$ cat src/rtl/instr_fetch.sv
// Instruction fetch unit: in-order memory requests, 2-entry fetch buffer, redirect flush with response dropping.
// Optional macro IFETCH_MISALIGN_TRAP_EN: a misaligned redirect target halts fetch instead of being masked.
module instr_fetch #(
    parameter logic [31:0] RESET_PC   = 32'h0000_0000,
    parameter int unsigned FIFO_DEPTH = 2
) (
    input  logic        clk,
    input  logic        rst,
    output logic        imem_req_valid,
    input  logic        imem_req_ready,
    output logic [31:0] imem_addr,
    input  logic        imem_rsp_valid,
    input  logic [31:0] imem_rsp_data,
    input  logic        redirect_valid,
    input  logic [31:0] redirect_pc,
    input  logic        stall,
    output logic [31:0] instruction,
    output logic [31:0] instr_pc,
    output logic        instr_valid,
    input  logic        instr_ready,
    output logic        misaligned
);

    localparam int unsigned XLEN  = 32;
    localparam int unsigned CNT_W = 2;
    localparam int unsigned SUM_W = 3;

    logic [XLEN-1:0]  fetch_pc_q, fetch_pc_d;
    logic [CNT_W-1:0] outstanding_q, outstanding_d;
    logic [CNT_W-1:0] drop_cnt_q, drop_cnt_d;
    logic [CNT_W-1:0] fifo_cnt_q, fifo_cnt_d;

    logic [XLEN-1:0]  tag_q [2];
    logic [XLEN-1:0]  tag_d [2];
    logic             tag_wr_q, tag_wr_d, tag_rd_q, tag_rd_d;

    logic [XLEN-1:0]  fpc_q [2];
    logic [XLEN-1:0]  fpc_d [2];
    logic [XLEN-1:0]  fdata_q [2];
    logic [XLEN-1:0]  fdata_d [2];
    logic             f_wr_q, f_wr_d, f_rd_q, f_rd_d;

    logic [XLEN-1:0]  redir_target_c;
    logic             halted_c;
    logic [SUM_W-1:0] inflight_c;
    logic             req_fire_c;
    logic             rsp_c;
    logic             rsp_keep_c;
    logic             pop_c;

`ifdef IFETCH_MISALIGN_TRAP_EN
    logic halted_q, halted_d, misaligned_q, misaligned_d;
    logic redir_misaligned_c;

    assign redir_target_c     = redirect_pc;
    assign redir_misaligned_c = |redirect_pc[1:0];
    assign halted_c           = halted_q;
    assign misaligned         = misaligned_q;

    // Any redirect re-evaluates the trap: misaligned target halts, aligned target resumes.
    always_comb begin
        halted_d     = halted_q;
        misaligned_d = misaligned_q;
        if (redirect_valid) begin
            halted_d     = redir_misaligned_c;
            misaligned_d = redir_misaligned_c;
        end
    end

    always_ff @(posedge clk) begin
        if (rst) begin
            halted_q     <= 1'b0;
            misaligned_q <= 1'b0;
        end else begin
            halted_q     <= halted_d;
            misaligned_q <= misaligned_d;
        end
    end
`else
    assign redir_target_c = redirect_pc & ~32'h0000_0003;
    assign halted_c       = 1'b0;
    assign misaligned     = 1'b0;
`endif

    // Dropped (pre-redirect) requests stay in outstanding until their responses return.
    assign inflight_c     = SUM_W'(outstanding_q) + SUM_W'(fifo_cnt_q);
    assign imem_req_valid = ~rst & ~halted_c & ~redirect_valid & (inflight_c < SUM_W'(FIFO_DEPTH));
    assign imem_addr      = fetch_pc_q;
    assign req_fire_c     = imem_req_valid & imem_req_ready;
    assign rsp_c          = imem_rsp_valid & ~rst;
    assign rsp_keep_c     = rsp_c & ~redirect_valid & (drop_cnt_q == '0);

    assign instr_valid    = ~rst & (fifo_cnt_q != '0) & ~stall;
    assign instruction    = fdata_q[f_rd_q];
    assign instr_pc       = fpc_q[f_rd_q];
    assign pop_c          = instr_valid & instr_ready;

    always_comb begin
        fetch_pc_d    = fetch_pc_q;
        outstanding_d = outstanding_q + CNT_W'(req_fire_c) - CNT_W'(rsp_c);
        drop_cnt_d    = drop_cnt_q;
        fifo_cnt_d    = fifo_cnt_q + CNT_W'(rsp_keep_c) - CNT_W'(pop_c);
        tag_d         = tag_q;
        tag_wr_d      = tag_wr_q;
        tag_rd_d      = tag_rd_q;
        fpc_d         = fpc_q;
        fdata_d       = fdata_q;
        f_wr_d        = f_wr_q;
        f_rd_d        = f_rd_q;

        if (req_fire_c) begin
            fetch_pc_d       = fetch_pc_q + XLEN'(4);
            tag_d[tag_wr_q]  = fetch_pc_q;
            tag_wr_d         = ~tag_wr_q;
        end
        if (rsp_c && !redirect_valid && drop_cnt_q != '0) begin
            drop_cnt_d = drop_cnt_q - CNT_W'(1);
        end
        if (rsp_keep_c) begin
            fpc_d[f_wr_q]   = tag_q[tag_rd_q];
            fdata_d[f_wr_q] = imem_rsp_data;
            f_wr_d          = ~f_wr_q;
            tag_rd_d        = ~tag_rd_q;
        end
        if (pop_c) begin
            f_rd_d = ~f_rd_q;
        end

        // Redirect wins: everything still in flight after this cycle becomes a drop.
        if (redirect_valid) begin
            fetch_pc_d = redir_target_c;
            drop_cnt_d = outstanding_d;
            fifo_cnt_d = '0;
            tag_wr_d   = 1'b0;
            tag_rd_d   = 1'b0;
            f_wr_d     = 1'b0;
            f_rd_d     = 1'b0;
        end
    end

    always_ff @(posedge clk) begin
        if (rst) begin
            fetch_pc_q    <= RESET_PC;
            outstanding_q <= '0;
            drop_cnt_q    <= '0;
            fifo_cnt_q    <= '0;
            tag_q         <= '{default: '0};
            tag_wr_q      <= 1'b0;
            tag_rd_q      <= 1'b0;
            fpc_q         <= '{default: '0};
            fdata_q       <= '{default: '0};
            f_wr_q        <= 1'b0;
            f_rd_q        <= 1'b0;
        end else begin
            fetch_pc_q    <= fetch_pc_d;
            outstanding_q <= outstanding_d;
            drop_cnt_q    <= drop_cnt_d;
            fifo_cnt_q    <= fifo_cnt_d;
            tag_q         <= tag_d;
            tag_wr_q      <= tag_wr_d;
            tag_rd_q      <= tag_rd_d;
            fpc_q         <= fpc_d;
            fdata_q       <= fdata_d;
            f_wr_q        <= f_wr_d;
            f_rd_q        <= f_rd_d;
        end
    end

endmodule

$ cat config.mk
export PLATFORM = sky130hd
export DESIGN_NAME = instr_fetch
export DESIGN_NICKNAME = d
export VERILOG_FILES = /design/src/rtl/instr_fetch.sv
export SDC_FILE = /design/constraint.sdc
export NUM_CORES = 1
export LEC_CHECK = 0
export BUFFER_PORTS_ARGS = -buffer_cell sky130_fd_sc_hd__buf_2
export CORE_MARGIN = 1
export CORE_UTILIZATION = 56
export CTS_CLUSTER_SIZE = 16
export DETAILED_ROUTE_END_ITERATION = 6
export HOLD_SLACK_MARGIN = 0.12
export MAX_ROUTING_LAYER = met4
export PLACE_DENSITY_LB_ADDON = 0.3
export SYNTH_ARGS = -nofsm -noshare
export SYNTH_HDL_FRONTEND = slang
export SYNTH_SLANG_ARGS = --single-unit
$ cat constraint.sdc
create_clock -name clk -period 3.4 [get_ports clk]
set_input_delay 0.51 -clock clk [delete_from_list [all_inputs] [get_ports clk]]
set_output_delay 0.51 -clock clk [all_outputs]
set_load 0.02 [all_outputs]
* After elaboration in Yosys (flattened, before gate mapping) *
Index checks and enable logic that the tools add are counted.

word-level totals
  word-level logic and storage cells = 80
  bits of input ports = 71
  flip-flop bits (word level) = 234

operators by class
  bitwise logic cells = 20
  muxes and demuxes = 20
  add/subtract/negate cells = 7
  order comparisons = 7
  reduce and logical (&&, ||, !) cells = 11

operators by type and width
  kind                                                                   number
  32-bit two-way mux                                                     13
  64-bit bitwise mux                                                     3
  32-bit demux with 1-bit select                                         2
  32-bit by 3-bit adder with 32-bit output (second input constant)       1
  1-bit AND                                                              9
  2-bit greater-or-equal comparator (second input constant)              4
  1-bit NOT with 2-bit output                                            4
  2-bit nonzero test                                                     4
  1-bit NOT                                                              7
  2-bit by 1-bit adder with 2-bit output                                 2
  1-bit logical AND                                                      4
  2-bit by 1-bit < comparator with 1-bit output (second input constant)  2
  2-bit two-way mux                                                      2
  2-bit by 1-bit subtractor with 2-bit output                            2
  2-bit by 2-bit adder with 3-bit output                                 1
  3-bit by 2-bit < comparator with 1-bit output (second input constant)  1
  2-bit logical NOT                                                      1
  2-bit OR reduction                                                     1
  2-bit by 1-bit subtractor with 2-bit output (second input constant)    1
  1-bit logical NOT                                                      1

* Longest topological paths before layout *
Gate-level depths: netlist of run 1.

  depth after elaboration = 7
  mapped depth = 13

* Least setup slack after synthesis of run 1 *
No wires, ideal clock.

  kind = reg-to-reg
  from = register outstanding_q[0]
  to = register drop_cnt_q[1]
  buffers on the path = 2
  library setup time = 0.117 ns
  clock period less this slack = 2.859 ns
  stages on the path, launching flop included = 14
  data arrival time = 2.742 ns
  path slack = 0.541 ns
  data required time = 3.283 ns
  path through = dfxtp_1 > and2_1 > fa_1 > or3b_4 > nor2_4 > inv_1 > clkbuf_1 > buf_2 > ha_1 > inv_1 > ha_1 > xnor2_1 > nor2_1 > a22o_1

between the ends
  word-level cells in the longest chain between the ends = 7

ends and longest elaborated chain
  element                                          line  source
  start, declared                                  29    logic [CNT_W-1:0] outstanding_q, outstanding_d;
  start signal, assigned                           156   outstanding_q <= outstanding_d;
  2-bit by 2-bit adder with 3-bit output           86    assign inflight_c = SUM_W'(outstanding_q) + SUM_W'(fifo_cnt_q);
  3-bit by 2-bit < comparator with 1-bit output    87    assign imem_req_valid = ~rst & ~halted_c & ~redirect_valid & (inflight_c < SUM_W'(FIFO_DEPTH));
  1-bit AND                                        87
  1-bit AND                                        89    assign req_fire_c = imem_req_valid & imem_req_ready;
  2-bit by 1-bit adder with 2-bit output (*)       100   outstanding_d = outstanding_q + CNT_W'(req_fire_c) - CNT_W'(rsp_c);
  2-bit by 1-bit subtractor with 2-bit output (*)  100
  2-bit two-way mux (*)                            130   if (redirect_valid) begin
  end signal, assigned                             157   drop_cnt_q <= drop_cnt_d;
  end, declared                                    30    logic [CNT_W-1:0] drop_cnt_q, drop_cnt_d;

Mark *: on every way between the ends. The rest lies on a longest branch, timed or not.
A chain may end at the register's enable or synchronous reset.

* Worst setup path after layout of run 1 *
Ends and elaborated chain as after synthesis.

==> summary.md, run 1 <==
• TritonCTS clock tree: built
• CTS Buf Count: 23
• type of the tightest min-delay check: in2reg
• core area: 17200 sq um
• diode count: 0
• post-synthesis share of cell area spent on full adders, half adders and majority gates: 0.969%
• share of synthesized flip-flops with an asynchronous set or reset: 0%
• Area Growth Syn to Fin: 15.9%
• Startpoint Class: flop
• number of flops mapped to enable cells by yosys: 0
• portion of the post-synthesis area used by sequential elements: 45.7%
• unrepaired setup endpoints after global routing: false
• x dimension of the die: 134 um
• Post-CTS Resized: 0
• xor and xnor fraction of the mapped netlist area: 1.25%
• final setup violating endpoints: 0
• Max Buffers Root-to-Sink: 3
• number of warnings printed during yosys synthesis: 0
• clock transition at the registers of the reported paths: 0.06 ns
• TritonRoute pass-1 iters: 5
• CTS Root Cell: sky130_fd_sc_hd__clkbuf_16
• Period minus WS final: 2.82 ns
• cell type with the largest total area after synthesis: sky130_fd_sc_hd__dfxtp_1
• clk_lat worst skew: 0.50 ns
• total number of vias: 8399
• Post-CTS Repair Setup Buffers: 0
• final instance count without filler cells: 1501
• final WL: 23400 um
• via count of the first global-routing pass: 7585
• kind of end point of the critical path: flop
• starting utilization of the core area: 57.1%
• count of H-tree levels built during CTS: 1
• cells after synthesis: 1158
• aggregate global-route resource usage: 26.2%
• simple-gate area share of the yosys netlist: 20.6%
• Worst EP required: 3.78 ns
• combined buffer and inverter count along the critical path: 2
• worst voltage drop across the vdd grid: 327 uV
• R2R Path Start: outstanding_q[0]$_SDFF_PP0_
• total stage count of the critical path: 11
• DRT antenna net count: 0
• Seq cells post-synth: 224
• Worst Tran Pin Value: 0.999 ns
• highest clock rate: 354 MHz
• clock skew: 0.00555 ns
• WL/cell: 15.6 um
• worst reg-to-reg setup slack: 0.58 ns
• fraction of post-synthesis cell area in the top cell type by area: 45.7%
• number of buffers inserted by hold repair at cts: 0
• capturing element of the worst setup path: drop_cnt_q[1]$_SDFFE_PP0P_
• number of antenna violations at the first check in global routing: 0
• critical-path cell list: and2_1 -> fa_1 -> or3b_4 -> nor2_4 -> inv_1 -> ha_1 -> inv_1 -> ha_1 -> xnor2_1 -> nor2_1 -> a22o_1
• row count: 48
• Reg2Reg Capture Point: drop_cnt_q[1]$_SDFFE_PP0P_
• Avg Cell Area, Syn: 8.47 sq um
• Final Net Count: 1340
• outcome: completed
• Netlist Area Pre-Place: 9810 sq um
• DRC: 0
• share of the clock period used by the worst path: 83.0%
• Remaining Overflow, GRT: 0
• number of max-slew violations in the final report: 0
• total negative slack: 0 ns
• reported max-cap violation count: 0
• cell depth of the worst flop-to-flop path: 11
• post-detailed-route via-to-cell ratio: 5.60
• peak per-stage delay on the critical path: 0.57 ns
• share of synthesized area spent on multiplexers: 10.2%
• global-route wire length before repair: 37800 um
• combinational family with the most area after synthesis: simple AND/OR/NAND/NOR gates
• layout cells sized above 1: 23.0%
• number of hold violations in the final report: 0
• pin count of the biggest net entering global routing: 153
• RePlAce Congestion: 0.864
• worst relative slew slack: 33.4%
• Port-buffer cells: 162
• compound-gate portion of the synthesized area: 15.8%
• slowest library cell on the worst path: sky130_fd_sc_hd__or3b_4
• detailed router's first-iteration violation count: 651
• critical path fanouts, max: 20
• leakage power: 4.24 nW
• number of different library cells in the post-synthesis netlist: 57
• cells taking the most area after synthesis: sky130_fd_sc_hd__dfxtp_1, sky130_fd_sc_hd__nand2_1, sky130_fd_sc_hd__mux2_2
• number of top-level pins: 170
• Setup CP Type: reg2reg
• Synth Flop Type: sky130_fd_sc_hd__dfxtp_1
• timing startpoint of the critical path: outstanding_q[0]$_SDFF_PP0_
• Die ar.: 18100 sq um
• Die Y: 134 um
• clock sinks: 224
• fraction of the core area covered by cells at the end of the flow: 66.2%
• post-detailed-placement half-perimeter wirelength: 14400 um
• power density over the cells: 518 nW/um^2
• cell family contributing the most delay on the critical path: simple AND/OR/NAND/NOR gates
• Crit path arrival time: 3.21 ns
• # placed instances: 1462
[cells in the mapped netlist, types with 3 or more instances]
master                        n
sky130_fd_sc_hd__a2111oi_0    3
sky130_fd_sc_hd__a211oi_1    65
sky130_fd_sc_hd__a21oi_1    129
sky130_fd_sc_hd__a311oi_1     7
sky130_fd_sc_hd__a31oi_1     11
sky130_fd_sc_hd__and2_1      10
sky130_fd_sc_hd__and3_1       4
sky130_fd_sc_hd__and4_1       9
sky130_fd_sc_hd__and4_2       3
sky130_fd_sc_hd__buf_1        3
sky130_fd_sc_hd__buf_2       22
sky130_fd_sc_hd__buf_4        5
sky130_fd_sc_hd__buf_6        3
sky130_fd_sc_hd__clkbuf_1    66
sky130_fd_sc_hd__clkbuf_2     3
sky130_fd_sc_hd__dfxtp_1    224
sky130_fd_sc_hd__ha_1         6
sky130_fd_sc_hd__inv_1       13
sky130_fd_sc_hd__mux2_2      62
sky130_fd_sc_hd__mux2i_1     30
sky130_fd_sc_hd__nand2_1    276
sky130_fd_sc_hd__nand3_1     13
sky130_fd_sc_hd__nand4_1      8
sky130_fd_sc_hd__nor2_1      83
sky130_fd_sc_hd__nor3_1       7
sky130_fd_sc_hd__nor4_1       4
sky130_fd_sc_hd__o211ai_1    11
sky130_fd_sc_hd__o21ai_0      5
sky130_fd_sc_hd__o311ai_0     5
sky130_fd_sc_hd__o31a_1       3
sky130_fd_sc_hd__o31ai_1      3
sky130_fd_sc_hd__or3_1       11
sky130_fd_sc_hd__or4_1       11
sky130_fd_sc_hd__xnor2_1      8
sky130_fd_sc_hd__xor2_1       6
[logic make-up (layout without fill, tap and decap cells)]
group | after synthesis | count (layout)
xor gates and xnor gates | 14 | 14
buffers and inverters | 118 | 232
AOI/OAI and AO/OA | 248 | 248
DFF | 224 | 224
adders and majority gates | 7 | 7
other | 1 | 5
and+or+nand+nor | 454 | 454
muxes | 92 | 92
[where the power goes]
group	switching, W	total [W]	internal (W)
clock network	0.000999	0.00247	0.00148
registers	0.000112	0.00283	0.00272
logic	0.000358	0.000587	0.000229
[metal layers]
| metal | GRT usage (%) | wire [um] | vias up |
|---|---|---|---|
| met3 | 3.25 | 1450 | 26 |
| met2 | 39.3 | 10500 | 292 |
| met1 | 37.6 | 11200 | 3868 |
| met5 | - | 0 | - |
| li1 | - | - | 4213 |
| met4 | 5.81 | 335 | 0 |
[flip-flops by register name (all words and copies together) (netlist names), 2 cells and up]
signal         count
fdata_q           64
fpc_q             60
tag_q             60
imem_addr         30
drop_cnt_q         2
fifo_cnt_q         2
outstanding_q      2
[layout by cell type, fill, tap and decap left out, types with 4 or more instances in the layout]
cell,instances
sky130_fd_sc_hd__nor2_1,83
sky130_fd_sc_hd__o211ai_1,11
sky130_fd_sc_hd__nor4_1,4
sky130_fd_sc_hd__or3_1,11
sky130_fd_sc_hd__a211oi_1,65
sky130_fd_sc_hd__inv_1,13
sky130_fd_sc_hd__clkbuf_8,4
sky130_fd_sc_hd__a311oi_1,7
sky130_fd_sc_hd__conb_1,5
sky130_fd_sc_hd__nand2_1,276
sky130_fd_sc_hd__or4_1,11
sky130_fd_sc_hd__o21ai_0,5
sky130_fd_sc_hd__xnor2_1,8
sky130_fd_sc_hd__o311ai_0,5
sky130_fd_sc_hd__buf_2,161
sky130_fd_sc_hd__nor3_1,4
sky130_fd_sc_hd__and2_1,10
sky130_fd_sc_hd__a21oi_1,129
sky130_fd_sc_hd__buf_4,14
sky130_fd_sc_hd__and4_1,9
sky130_fd_sc_hd__mux2_2,62
sky130_fd_sc_hd__and3_1,4
sky130_fd_sc_hd__buf_12,4
sky130_fd_sc_hd__xor2_1,6
sky130_fd_sc_hd__nand4_1,8
sky130_fd_sc_hd__dfxtp_1,222
sky130_fd_sc_hd__ha_1,6
sky130_fd_sc_hd__a31oi_1,11
sky130_fd_sc_hd__clkinv_2,5
sky130_fd_sc_hd__nand3_1,13
sky130_fd_sc_hd__clkbuf_16,23
sky130_fd_sc_hd__mux2i_1,30
sky130_fd_sc_hd__clkbuf_1,5
[cell type report]
cell class	count	area, sq um
Sequential cell	224	4490
Timing Repair Buffer	180	1000
Clock inverter	7	85.1
Tap cell	225	282
Multi-Input combinational cell	820	4810
Inverter	13	48.8
Fill cell	1493	5810
Clock buffer	32	649
[worst min path at each step]
stage                                     endpoint  depth (start not counted)                startpoint  slack [ns]
after floorplan            fdata_q[0]$_SDFFE_PP0P_                          2   fdata_q[0]$_SDFFE_PP0P_        0.43
final                     fdata_q[45]$_SDFFE_PP0P_                          3         imem_rsp_data[13]        0.26
after global placement     fdata_q[0]$_SDFFE_PP0P_                          2   fdata_q[0]$_SDFFE_PP0P_        0.44
after CTS                 fdata_q[13]$_SDFFE_PP0P_                          3         imem_rsp_data[13]        0.24
after detailed placement  fdata_q[25]$_SDFFE_PP0P_                          2  fdata_q[25]$_SDFFE_PP0P_        0.44
after global routing      fdata_q[45]$_SDFFE_PP0P_                          3         imem_rsp_data[13]        0.25
[worst min-delay path, cell delays in order]
cell and delay, ns:
sky130_fd_sc_hd__buf_2 0.10, sky130_fd_sc_hd__nand2_1 0.05, sky130_fd_sc_hd__a21oi_1 0.05
[per-stage QoR]
step                setup WS, ns  hold WS [ns]  total power, W  instance area [sq um]
floorplan                  0.541         0.433         0.00327                   9830
global placement           0.655         0.438         0.00346                  10600
detailed placement         0.607         0.445         0.00347                  10600
CTS                        0.585         0.239         0.00593                  11400
global route               0.497         0.252         0.00611                  11400
finish                     0.579         0.256         0.00589                  11400
(Power assumes the default switching activity.)
==> run 2: changes to the inputs <==
--- a/config.mk
+++ b/config.mk
@@ -5,9 +5,10 @@
 export SDC_FILE = /design/constraint.sdc
 export NUM_CORES = 1
 export LEC_CHECK = 0
+export ABC_AREA = 1
 export BUFFER_PORTS_ARGS = -buffer_cell sky130_fd_sc_hd__buf_2
 export CORE_MARGIN = 1
-export CORE_UTILIZATION = 56
+export CORE_UTILIZATION = 51
 export CTS_CLUSTER_SIZE = 16
 export DETAILED_ROUTE_END_ITERATION = 6
 export HOLD_SLACK_MARGIN = 0.12
==> constraint.sdc (replaced) <==
create_clock -name clk -period 2.3 [get_ports clk]
set_input_delay 0.345 -clock clk [delete_from_list [all_inputs] [get_ports clk]]
set_output_delay 0.345 -clock clk [all_outputs]
set_load 0.02 [all_outputs]
==> run 2 against run 1 <==
  * Synthesized cell count grew 25%
  * Hold slack lost 0.12 ns
  * Clock-buffer cell count rose by 2
  * Critical path type unchanged
  * First-iteration DRC count decreased by 2.2%
  * Global-route usage down 0.24 points
  * Core utilization fell by 3.0 points
  * Sequential share of layout area decreased by 2.9 points
  * Setup slack worse by 0.50 ns
  * Final cell count grew 26%
==> summary.md, run 2 <==
• cells taking the most area after synthesis: sky130_fd_sc_hd__dfxtp_1, sky130_fd_sc_hd__nand2_1, sky130_fd_sc_hd__o21ai_0
• highest-count cells in the layout ignoring fill and taps: sky130_fd_sc_hd__nand2_1, sky130_fd_sc_hd__dfxtp_1, sky130_fd_sc_hd__o21ai_0, sky130_fd_sc_hd__a21oi_1, sky130_fd_sc_hd__buf_2
• diode count: 0, unchanged
• Port-buffer cells: 162, unchanged
• share of the clock period used by the worst path: 96.7%, +14 points
• source of the worst hold timing path: imem_rsp_data[4]
• Synth Flop Type: sky130_fd_sc_hd__dfxtp_1
• switching fraction of total power: 25.4%, +0.42 points
• net switching power figure: 0.00224 W, +52%
• starting utilization of the core area: 52.0%, -5.1 points
• share of synthesized flip-flops with an asynchronous set or reset: 0%, unchanged
• number of top-level pins: 170, unchanged
• final WL: 26100 um, +11%
• kind of end point of the critical path: flop
• count of H-tree levels built during CTS: 1, unchanged
• highest clock rate: 450 MHz, +27%
• Remaining Overflow, GRT: 0, unchanged
• Reg2Reg Capture Point: drop_cnt_q[1]$_SDFFE_PP0P_
• fraction of post-synthesis cell area in the top cell type by area: 44.5%, -1.2 points
• part of the power in the clock network: 42.4%, +0.4 points
• Die Y: 143 um, +6.1%
• Worst Tran Pin Value: 0.718 ns, -0.281 ns
• # placed instances: 1807, +24%
• xor and xnor fraction of the mapped netlist area: 0.608%, -0.64 points
• type of the tightest min-delay check: in2reg
• post-detailed-placement half-perimeter wirelength: 16600 um, +15%
• WHS Endpoint: fdata_q[4]$_SDFFE_PP0P_
• final instance count without filler cells: 1886, +26%
• cell depth of the worst flop-to-flop path: 14, +3
• Netlist Area Pre-Place: 10100 sq um, +2.8%
• Area Growth Syn to Fin: 21.6%
• portion of the post-synthesis area used by sequential elements: 44.5%, -1.2 points
• Period minus WS final: 2.22 ns, -0.597 ns
• number of max-slew violations in the final report: 0, unchanged
• pin count of the biggest net entering global routing: 66, -57%
• ranking of synthesized cells by instance count: sky130_fd_sc_hd__nand2_1, sky130_fd_sc_hd__dfxtp_1, sky130_fd_sc_hd__o21ai_0
• clock transition at the registers of the reported paths: 0.06 ns, about the same
• global-route wire length before repair: 42000 um, +11%
• Worst EP required: 2.69 ns, -1.09 ns
• detailed router's first-iteration violation count: 637, -2.2%
• combinational family with the most area after synthesis: simple AND/OR/NAND/NOR gates
• Avg Cell Area, Syn: 6.95 sq um, -18%
• combinational power share: 11.0%, +1.0 points
• final setup violating endpoints: 0, unchanged
• cells after synthesis: 1451, +25%
• via count of the first global-routing pass: 8705, +15%
• worst setup margin: 0.0756 ns, -0.503 ns
• number of antenna violations at the first check in global routing: 0, unchanged
• worst voltage drop across the vdd grid: 502 uV, +53%
• number of hold violations in the final report: 0, unchanged
• leakage power: 5.11 nW, +20%
• RePlAce Congestion: 0.951, +10%
• Placement Setup Slack: 0.0367 ns, -0.570 ns
• clock sinks: 224, unchanged
• outcome: completed
• internal power: 0.00658 W, +49%
• CTS Buf Count: 24, +4.3%
• share of synthesized area spent on multiplexers: 0%, -10 points
• layout cells sized above 1: 16.0%, -7.0 points
• Die ar.: 20300 sq um, +13%
• Final Net Count: 1684, +26%
• aggregate global-route resource usage: 26.0%, -0.24 points
• CTS Root Cell: sky130_fd_sc_hd__clkbuf_16
• number of flops mapped to enable cells by yosys: 0, unchanged
• Setup CP Type: reg2reg
• max reg flops: 64, unchanged
• worst relative slew slack: 52.1%, +19 points
• DRC: 0, unchanged
• leading registers by flop count: fdata_q x64, fpc_q x60, tag_q x60
• row count: 51, +6.3%
• reported max-cap violation count: 0, unchanged
• critical path fanouts, max: 2, -90%
• WL/cell: 13.8 um, -11%
• top-count cell post-synth: sky130_fd_sc_hd__nand2_1
• R2R Path Start: outstanding_q[0]$_SDFF_PP0_
• number of warnings printed during yosys synthesis: 0, unchanged
• TritonRoute pass-1 iters: 5, unchanged
• cell depth of the worst min-delay path: 3, unchanged
• Crit path arrival time: 2.62 ns, -0.59 ns
• DRT antenna net count: 0, unchanged
• timing startpoint of the critical path: outstanding_q[0]$_SDFF_PP0_
• post-synthesis share of cell area spent on full adders, half adders and majority gates: 0.943%, -0.026 points
• register ranked first by flip-flop count: fdata_q
• number of different library cells in the post-synthesis netlist: 33, -42%
• clock skew: 0.0105 ns, +0.00496 ns
• total number of vias: 9781, +16%
• post-detailed-route via-to-cell ratio: 5.19, -7.3%
• compound-gate portion of the synthesized area: 21.1%, +5.4 points
• power density over the cells: 719 nW/um^2, +39%
• cell type with the largest total area after synthesis: sky130_fd_sc_hd__dfxtp_1
• TritonCTS clock tree: built
• most common library cell in the layout ignoring fill and taps: sky130_fd_sc_hd__nand2_1
• core area: 19400 sq um, +13%
• x dimension of the die: 143 um, +6.1%
• clk_lat worst skew: 0.51 ns, about the same
• sequential fraction of design power: 46.6%, -1.4 points
• Seq cells post-synth: 224, unchanged
• Startpoint Class: flop
• fraction of the core area covered by cells at the end of the flow: 63.2%, -3.0 points
• simple-gate area share of the yosys netlist: 22.4%, +1.8 points
• worst reg-to-reg setup slack: 0.08 ns, -0.50 ns
• Max Buffers Root-to-Sink: 3, unchanged
• worst-case hold slack: 0.136 ns, -0.121 ns
run 2: cell count changes after synthesis, sizes merged, moves of 11 or more:
cell / delta
inv: +134
or4: -12
buf: +19
nand3: +92
mux2i: -30
or3: -11
a21oi: +73
nand2: +88
clkbuf: -21
and4: -12
mux2: -62
nor2: -21
o21ai: +203
a211oi: -65
run 2: layout make-up:
class                           instances  area (sq um)
Timing Repair Buffer                  227          1520
Clock buffer                           34           699
Multi-Input combinational cell        982          4610
Clock inverter                          7          63.8
Fill cell                            1795          7140
Sequential cell                       224          4490
Inverter                              147           554
Tap cell                              265           332
run 2: worst max-delay path, stage by stage, from the launching register on:
cell	delay, ns
sky130_fd_sc_hd__dfxtp_2	0.32
sky130_fd_sc_hd__nand2_2	0.07
sky130_fd_sc_hd__inv_2	0.04
sky130_fd_sc_hd__fa_1	0.51
sky130_fd_sc_hd__nor2_4	0.13
sky130_fd_sc_hd__nand3_4	0.10
sky130_fd_sc_hd__ha_4	0.23
sky130_fd_sc_hd__inv_1	0.05
sky130_fd_sc_hd__ha_2	0.18
sky130_fd_sc_hd__xor2_2	0.16
sky130_fd_sc_hd__nand2_1	0.08
sky130_fd_sc_hd__nand2_1	0.08
sky130_fd_sc_hd__nor2_2	0.05
sky130_fd_sc_hd__nand2_1	0.05
sky130_fd_sc_hd__nand2_1	0.05
run 2: logic make-up (layout without fill, tap and decap cells):
logic type,Yosys count,after routing
compound gates,422,422
xor+xnor,7,7
fa+ha+maj,7,7
buf+inv,249,415
flops,224,224
other cells,1,5
simple gates,541,541
run 2: metrics by stage:
stage,setup TNS (ns),instance area (sq um),power (W)
floorplan,0,10100,0.00477
global placement,0,11100,0.00507
detailed placement,0,11100,0.00509
CTS,0,12200,0.00889
global route,-0.0614,12300,0.00921
finish,0,12300,0.00882
run 2: repair_timing:
action / 4_1_cts / 5_1_grt
setup buffers: 0 / 1
endpoints found under the hold margin: 41 / 0
gates resized for setup: 0 / 9
hold buffers: 37 / 0
setup endpoints to repair: 0 / 6
run 2: worst max path at each step:
stage                                 end  slack [ns]  cells after the start
2_1_floorplan  drop_cnt_q[1]$_SDFFE_PP0P_        0.08                     14
3_3_place_gp   drop_cnt_q[1]$_SDFFE_PP0P_        0.06                     14
3_5_place_dp   drop_cnt_q[1]$_SDFFE_PP0P_        0.04                     14
4_1_cts        drop_cnt_q[1]$_SDFFE_PP0P_        0.02                     14
5_1_grt        drop_cnt_q[1]$_SDFFE_PP0P_       -0.05                     14
6_report       drop_cnt_q[1]$_SDFFE_PP0P_        0.08                     14
run 2: layer usage:
layer  vias up  routed length, um  track usage [%]
met2       338              12000             41.4
met3        30               1820             3.55
met1      4400              11900             35.0
met4         0                360             5.55
li1       5013                  -                -
met5         -                  0                -
run 2: power by group through the flow:
stage | clock, W | sequential (W) | combinational [W]
2_1_floorplan | 0 | 0.00421 | 0.000560
3_3_place_gp | 0 | 0.00419 | 0.000887
3_5_place_dp | 0 | 0.00419 | 0.000902
4_1_cts | 0.00383 | 0.00410 | 0.000955
5_1_grt | 0.00400 | 0.00412 | 0.00108
6_report | 0.00374 | 0.00411 | 0.000971
